--- src/rtl/adder_seq_pkg.sv ---
// Shared types and helpers for the multi-word add/subtract sequencer.
package adder_seq_pkg;

  typedef enum logic {
    IDLE = 1'b0,
    RUN  = 1'b1
  } state_t;

  localparam logic OP_ADD = 1'b0;
  localparam logic OP_SUB = 1'b1;

  // The word index needs at least one bit even for single-word operations.
  function automatic int cnt_width(input int words);
    return (words <= 1) ? 1 : $clog2(words);
  endfunction

endpackage

--- src/rtl/ripple_carry_adder.sv ---
// Combinational ripple-carry adder with carry-out and optional signed-overflow output.
module ripple_carry_adder #(
  parameter int DATA_WIDTH     = 8,
  parameter bit OVERFLOW_LOGIC = 1'b1
) (
  input  logic [DATA_WIDTH-1:0] i_a,
  input  logic [DATA_WIDTH-1:0] i_b,
  input  logic                  i_cin,
  output logic [DATA_WIDTH-1:0] o_s,
  output logic                  o_cf,
  output logic                  o_of
);

  logic [DATA_WIDTH:0] w_c;

  assign w_c[0] = i_cin;

  genvar k;
  generate
    for (k = 0; k < DATA_WIDTH; k++) begin : g_bit
      assign o_s[k]   = i_a[k] ^ i_b[k] ^ w_c[k];
      assign w_c[k+1] = (i_a[k] & i_b[k]) | (w_c[k] & (i_a[k] ^ i_b[k]));
    end
  endgenerate

  assign o_cf = w_c[DATA_WIDTH];

  // Signed overflow is the disagreement between the carries into and out of the MSB.
  generate
    if (OVERFLOW_LOGIC) begin : g_of
      assign o_of = w_c[DATA_WIDTH] ^ w_c[DATA_WIDTH-1];
    end else begin : g_no_of
      assign o_of = 1'b0;
    end
  endgenerate

endmodule

--- src/rtl/multiword_add_sub_sequencer.sv ---
// Streams multi-word add/subtract operands, LSW first, through one ripple-carry stage.
// Define ZERO_FLAG_EN to add the whole-result zero flag output OUT_ZF.
module multiword_add_sub_sequencer
  import adder_seq_pkg::*;
#(
  parameter int DATA_WIDTH = 8,
  parameter int WORD_COUNT = 4
) (
  input  logic                  CLK,
  input  logic                  RST_N,
  input  logic                  ABORT,
  input  logic                  IN_VALID,
  output logic                  IN_READY,
  input  logic [DATA_WIDTH-1:0] IN_A,
  input  logic [DATA_WIDTH-1:0] IN_B,
  input  logic                  IN_OP,
  output logic                  OUT_VALID,
  input  logic                  OUT_READY,
  output logic [DATA_WIDTH-1:0] OUT_S,
  output logic                  OUT_LAST,
  output logic                  OUT_CF,
  output logic                  OUT_OF,
`ifdef ZERO_FLAG_EN
  output logic                  OUT_ZF,
`endif
  output logic                  BUSY
);

  localparam int             CW       = cnt_width(WORD_COUNT);
  localparam logic [CW-1:0]  LAST_IDX = CW'(WORD_COUNT - 1);

  state_t                r_state;
  logic [CW-1:0]         r_idx;
  logic                  r_op;
  logic                  r_carry;
  logic                  r_outValid;
  logic [DATA_WIDTH-1:0] r_outS;
  logic                  r_outLast;
  logic                  r_cf;
  logic                  r_of;

  logic                  w_inHs;
  logic                  w_outHs;
  logic                  w_first;
  logic                  w_last;
  logic                  w_op;
  logic                  w_cin;
  logic [DATA_WIDTH-1:0] w_b;
  logic [DATA_WIDTH-1:0] w_s;
  logic                  w_cf;
  logic                  w_of;

  assign IN_READY = !ABORT && (!r_outValid || OUT_READY);
  assign w_inHs   = IN_VALID && IN_READY;
  assign w_outHs  = r_outValid && OUT_READY;
  assign w_first  = (r_idx == '0);
  assign w_last   = (r_idx == LAST_IDX);

  // The first word supplies the operation directly; later words reuse the latched one.
  assign w_op  = w_first ? IN_OP : r_op;
  assign w_cin = w_first ? IN_OP : r_carry;
  assign w_b   = IN_B ^ {DATA_WIDTH{w_op == OP_SUB}};

  ripple_carry_adder #(
    .DATA_WIDTH     (DATA_WIDTH),
    .OVERFLOW_LOGIC (1'b1)
  ) u_adder (
    .i_a   (IN_A),
    .i_b   (w_b),
    .i_cin (w_cin),
    .o_s   (w_s),
    .o_cf  (w_cf),
    .o_of  (w_of)
  );

  // RUN persists until the final result word is consumed, unless a new word arrives.
  always_ff @(posedge CLK or negedge RST_N) begin
    if (!RST_N) begin
      r_state <= IDLE;
    end else if (ABORT) begin
      r_state <= IDLE;
    end else if (w_inHs) begin
      r_state <= RUN;
    end else if (w_outHs && r_outLast) begin
      r_state <= IDLE;
    end
  end

  always_ff @(posedge CLK or negedge RST_N) begin
    if (!RST_N) begin
      r_idx      <= '0;
      r_op       <= OP_ADD;
      r_carry    <= 1'b0;
      r_outValid <= 1'b0;
      r_outS     <= '0;
      r_outLast  <= 1'b0;
      r_cf       <= 1'b0;
      r_of       <= 1'b0;
    end else if (ABORT) begin
      r_idx      <= '0;
      r_carry    <= 1'b0;
      r_outValid <= 1'b0;
      r_outLast  <= 1'b0;
      r_cf       <= 1'b0;
      r_of       <= 1'b0;
    end else if (w_inHs) begin
      r_idx      <= w_last ? '0 : r_idx + CW'(1);
      if (w_first) begin
        r_op <= IN_OP;
      end
      r_carry    <= w_cf;
      r_outValid <= 1'b1;
      r_outS     <= w_s;
      r_outLast  <= w_last;
      r_cf       <= w_last & w_cf;
      r_of       <= w_last & w_of;
    end else if (w_outHs) begin
      r_outValid <= 1'b0;
      r_outLast  <= 1'b0;
      r_cf       <= 1'b0;
      r_of       <= 1'b0;
    end
  end

`ifdef ZERO_FLAG_EN
  logic r_zacc;
  logic r_zf;
  logic w_zaccNext;

  // The accumulator restarts at the first word so no earlier operation leaks in.
  assign w_zaccNext = (w_first || r_zacc) && (w_s == '0);

  always_ff @(posedge CLK or negedge RST_N) begin
    if (!RST_N) begin
      r_zacc <= 1'b0;
      r_zf   <= 1'b0;
    end else if (ABORT) begin
      r_zacc <= 1'b0;
      r_zf   <= 1'b0;
    end else if (w_inHs) begin
      r_zacc <= w_zaccNext;
      r_zf   <= w_last & w_zaccNext;
    end else if (w_outHs) begin
      r_zf   <= 1'b0;
    end
  end

  assign OUT_ZF = r_zf;
`endif

  assign OUT_VALID = r_outValid;
  assign OUT_S     = r_outS;
  assign OUT_LAST  = r_outLast;
  assign OUT_CF    = r_cf;
  assign OUT_OF    = r_of;
  assign BUSY      = (r_state == RUN);

endmodule
--- config.mk ---
export PLATFORM = sky130hd
export DESIGN_NAME = multiword_add_sub_sequencer
export DESIGN_NICKNAME = d
export VERILOG_FILES = /design/src/rtl/adder_seq_pkg.sv /design/src/rtl/ripple_carry_adder.sv /design/src/rtl/multiword_add_sub_sequencer.sv
export SDC_FILE = /design/constraint.sdc
export NUM_CORES = 1
export LEC_CHECK = 0
export ABC_AREA = 1
export CAP_MARGIN = 20
export CORE_AREA = 3 3 57 59
export DETAILED_ROUTE_END_ITERATION = 6
export DIE_AREA = 0 0 60 62
export DONT_BUFFER_PORTS = 1
export PLACE_DENSITY = 0.6
export SETUP_SLACK_MARGIN = 0.1
export SYNTH_ARGS = -nofsm -noshare
export SYNTH_HDL_FRONTEND = slang
export SYNTH_HIERARCHICAL = 1
export SYNTH_SLANG_ARGS = --single-unit
--- constraint.sdc ---
create_clock -name CLK -period 5.7 [get_ports CLK]
set_input_delay 0.285 -clock CLK [delete_from_list [all_inputs] [get_ports CLK]]
set_output_delay 0.285 -clock CLK [all_outputs]
set_load 0.01 [all_outputs]
# Word level (Yosys, flattened, before mapping)
# Cells that the tools add are included.
# word_totals
register_bits	17
output_inout_bits	14
# op_classes
n_addsub	1
eq_ne	1
mux	19
n_bitwise	45
n_reduce_logical	12
# op_table
op	n
1-bit AND	18
1-bit bitwise XOR	17
1-bit 2-to-1 mux	16
1-bit bitwise OR	8
8-bit bitwise XOR	1
2-bit 2-to-1 mux	3
3-bit nonzero test	2
1-bit logical AND	4
2-bit by 1-bit adder with 2-bit output, second input constant	1
2-bit == test, second input constant	1
1-bit logical NOT	2
2-bit logical NOT	1
2-bit AND reduction	1
2-bit nonzero test	1
1-bit logical OR	1
1-bit NOT	1

# Depth between registers and ports, before layout
# depth
ltp_word	24
depth_mapped	22
depth_no_buf	22

# Cells and area by module
# The synthesis kept the hierarchy.
# modules_own_cells
mod	instances	cells_each	area_each_um2
multiword_add_sub_sequencer	1	98	882.1
ripple_carry_adder	1	21	209.0

# Worst setup path after synthesis
# Ideal clock, no wire load.
# synth_timing
path_type	reg-to-reg
start	reg r_idx[0]
end	reg r_outS[7], in the netlist OUT_S[7]
setup_time_ps	65
arrival_ps	4190
setup_slack_ps	1445
path_stages_with_launch	20
path_buffers	0
synth_period_minus_slack_ps	4255
cell_sequence	dfrtp_1 > inv_1 > ha_1 > nand2_1 > nand2_2 > xor2_1 > fa_1 > inv_1 > fa_1 > inv_1 > fa_1 > fa_1 > fa_1 > fa_1 > fa_1 > inv_2 > fa_1 > inv_1 > nand2_2 > nand2_1
# synth_between
elab_chain_cells	19
# synth_lines
element	line_no	rtl
start, declared	multiword_add_sub_sequencer.sv:33	logic [CW-1:0] r_idx;
start signal, assigned	multiword_add_sub_sequencer.sv:107	r_idx <= w_last ? '0 : r_idx + CW'(1);
2-bit logical NOT (*)	multiword_add_sub_sequencer.sv:56	assign w_first = (r_idx == '0);
1-bit 2-to-1 mux (*)	--	
8-bit bitwise XOR (*)	multiword_add_sub_sequencer.sv:62	assign w_b = IN_B ^ {DATA_WIDTH{w_op == OP_SUB}};
named net w_b[0]	multiword_add_sub_sequencer.sv:48	logic [DATA_WIDTH-1:0] w_b;
1-bit bitwise XOR	ripple_carry_adder.sv:22	assign w_c[k+1] = (i_a[k] & i_b[k]) | (w_c[k] & (i_a[k] ^ i_b[k]));
1-bit AND	ripple_carry_adder.sv:22	
1-bit bitwise OR (*)	ripple_carry_adder.sv:22	
1-bit AND (*)	ripple_carry_adder.sv:22	
[... 5 more ...]	--	
1-bit AND (*)	ripple_carry_adder.sv:22	
1-bit bitwise OR (*)	ripple_carry_adder.sv:22	
1-bit AND (*)	ripple_carry_adder.sv:22	
1-bit bitwise OR (*)	ripple_carry_adder.sv:22	
1-bit AND (*)	ripple_carry_adder.sv:22	
1-bit bitwise OR (*)	ripple_carry_adder.sv:22	
1-bit bitwise XOR (*)	ripple_carry_adder.sv:21	assign o_s[k] = i_a[k] ^ i_b[k] ^ w_c[k];
named net w_s[7]	multiword_add_sub_sequencer.sv:49	logic [DATA_WIDTH-1:0] w_s;
end signal, assigned	multiword_add_sub_sequencer.sv:113	r_outS <= w_s;
end, declared	multiword_add_sub_sequencer.sv:37	logic [DATA_WIDTH-1:0] r_outS;
# The timed path passes the listed nets; every way through them passes the cells marked *.
# A chain may end at the register's enable or synchronous reset.

# Final worst setup path
# Ends and elaborated chain as after synthesis.

==> results by group <==
Timing
  – RSZ-0062 raised after global routing: false
  – Fin crit period: 4.48 ns
  – Worst slew margin relative to its limit: 48.3%
  – Period utilization: 78.7%
  – Max Clock Freq: 223 MHz
  – Slew @ Worst Pin: 0.773 ns
  – Count of pins over their slew limit: 0
  – Final setup skew: 0.00267 ns
  – Final setup fails: 0
  – Hold_ws: 0.0493 ns
  – Final Hold Fails: 0
  – Setup tns final: 0 ns

Floorplanning
  – Die footprint: 3720 sq um
  – Starting Density: 39.6%
  – Die height: 62 um
  – I/O Pins: 36
  – Row count: 19
  – Chip width: 60 um
  – Core footprint: 2760 sq um

Power
  – Leak: 0.615 nW
  – Pwr/cell area: 283 nW/um^2
  – VDD IR max: 0.151 mV

CTS
  – Root Buffer: clkbuf_4
  – Cts hold-fix bufs: 1
  – Setup Fix Bufs, Post-CTS: 0
  – CTS tree: done
  – TritonCTS buffer count: 3
  – Clock Latency Late Sink: 0.28 ns
  – # H-tree levels: 1
  – Deepest clock path buffer count: 2
  – Reg clk slew, reported paths: 0.10 ns
  – # clock sinks: 17
  – Post-CTS resize count: 0

Global routing
  – Vias in the first global route: 728
  – First-pass GRT wire length: 3160 um
  – Grt total ovfl: 0
  – Gr usage total: 11.4%
  – Pin count of the biggest net entering global routing: 18
  – Initial antenna violation count: 0

Routing
  – Routed wire length: 1910 um
  – Final ANT Viol Nets: 0
  – Via density per instance: 4.59
  – 1st-pass router iterations: 4
  – Wire per inst: 12.5 um
  – Via Count: 703
  – DRC Markers: 0
  – DR iter-0 viols: 17

Synth
  – Post-Synthesis Cells: 119
  – Seq/Total Area, Yosys: 39.0%
  – Post-Synth Adder-Cell Area: 17.0%
  – Most instantiated cells after synthesis: nand2_1, dfrtp_1, inv_1
  – Largest area contributor in the netlist: dfrtp_1
  – Post-synthesis mux area share: 0%
  – Post-synth top flop: dfrtp_1
  – Mapped Nets: 151
  – Complex-gate fraction of the synthesized area: 1.95%
  – Post-Syn Area: 1090 sq um
  – Yosys top cell area share: 39.0%
  – Post-Synth XOR/XNOR Area: 6.42%
  – Largest family of logic cells by synthesized area: simple AND/OR/NAND/NOR gates
  – Most common cell in the netlist: nand2_1
  – Mean Syn Cell Area: 9.17 sq um
  – Unique cell type count in the Yosys netlist: 17
  – Number of flops mapped to enable cells by yosys: 0
  – FF+latch count, synth: 17
  – Post-synth ARST share: 100%
  – YS warnings: 6
  – Post-synthesis simple-gate area fraction: 26.7%
  – Main area contributors after synthesis: dfrtp_1, fa_1, nand2_1

Setup path
  – Critical path's slowest cell: fa_1
  – Slowest stage delay, CP: 0.42 ns
  – Worst-path cell chain: inv_1 > ha_1 > nand2_1 > nand2_2 > xor2_1 > fa_1 > inv_1 > fa_1 > inv_1 > fa_1 > fa_1 > fa_1 > fa_1 > fa_1 > inv_2 > fa_1 > inv_1 > nand2_2 > nand2_1
  – CP endpoint kind: register
  – Crit path required time: 5.93 ns
  – Crit-path max FO: 9
  – Crit path DAT: 4.72 ns
  – Setup CP Type: reg -> reg
  – Element type at the critical path start: register
  – Cell repeated most along the worst path: fa_1

Cells and area
  – Area of the multi-input gates: 568 sq um
  – Final core occ: 41.3%
  – Sequential cell area: 425 sq um
  – # diodes: 0
  – Layout cells sized above 1: 17.2%
  – Nets: 155
  – Finished Cell Area: 1140 sq um
  – Fillers: 280
  – Layout area overhead: 4.36%

Worst hold path
  – Worst Hold Class: in -> reg

Placed design
  – Dpl hpwl: 1540 um
  – PortBufs: 0
  – Placer congestion estimate: 0.689
  – Dpl cell area: 1100 sq um

Run status
  – Status: completed

Run
  – MaxCap Viol Count: 0
state kept, by name, indices dropped and copies added (netlist names):
signal	cells
r_op	1
r_idx	2
OUT_LAST	1
BUSY	1
r_carry	1
OUT_S	8
OUT_OF	1
OUT_CF	1
OUT_VALID	1
final timing paths:
check,startpoint,to,slack [ns],cells past startpoint
worst max register to register,r_idx[0],OUT_S[7],1.22,19
worst min-delay path,ABORT,OUT_VALID,0.05,1
worst max-delay path,r_idx[0],OUT_S[7],1.22,19
worst min register to register,r_op,r_op,0.49,2
min in group asynchronous,RST_N,OUT_S[2],0.51,1
max in group asynchronous,RST_N,OUT_S[3],4.71,1
power breakdown:
group	leakage, nW	internal (mW)	switching [mW]	total, mW
clock	0.0150	0.0272	0.0365	0.0637
sequential	0.219	0.143	0.0264	0.170
combinational	0.381	0.0374	0.0518	0.0892
total	0.615	0.208	0.115	0.323
critical path: cells and delay by family (launching register included):
kind,cells,cell delay [ns]
buffers and inverters,5,0.33
AND/OR/NAND/NOR,4,0.37
XOR/XNOR,1,0.21
flip-flops,1,0.40
adder cells (fa/ha/maj),9,3.12
final cells by class:
class,instances,area share (%)
Clock buffer,4,2.31
Inverter,18,6.15
Multi-Input combinational cell,82,49.9
Sequential cell,17,37.4
Tap cell,31,3.41
Timing Repair Buffer,1,0.879
placed cells by master, fill, tap and decap left out, drive strengths merged:
master	n
nand2	48
inv	18
dfrtp	17
nand3	9
xor2	8
fa	8
nor2	5
clkbuf	4
ha	2
a21oi	1
o21ai	1
dlygate4sd3	1
stage by stage:
stage	setup slack, ns	total power [mW]	instances
after floorplan	1.45	0.247	119
after global placement	1.29	0.259	148
after detailed placement	1.19	0.262	148
after CTS	1.17	0.331	153
after global routing	0.906	0.354	153
final	1.22	0.323	153
cells by family (layout without fill, tap and decap cells):
family	after synthesis	in the layout
adder cells (fa/ha/maj)	10	10
AND/OR/NAND/NOR	62	62
AO/OA/AOI/OAI	2	2
flip-flops	17	17
XOR/XNOR	8	8
buffers and inverters	20	23
metal layers:
metal,vias to the layer above,track usage (%),part of all wire [%]
met5,-,0,0
met1,324,14.0,42
li1,359,-,-
met3,2,1.86,4.7
met2,18,19.0,52
met4,0,6.65,1.1
No activity file was read; power rests on OpenSTA's default activity.
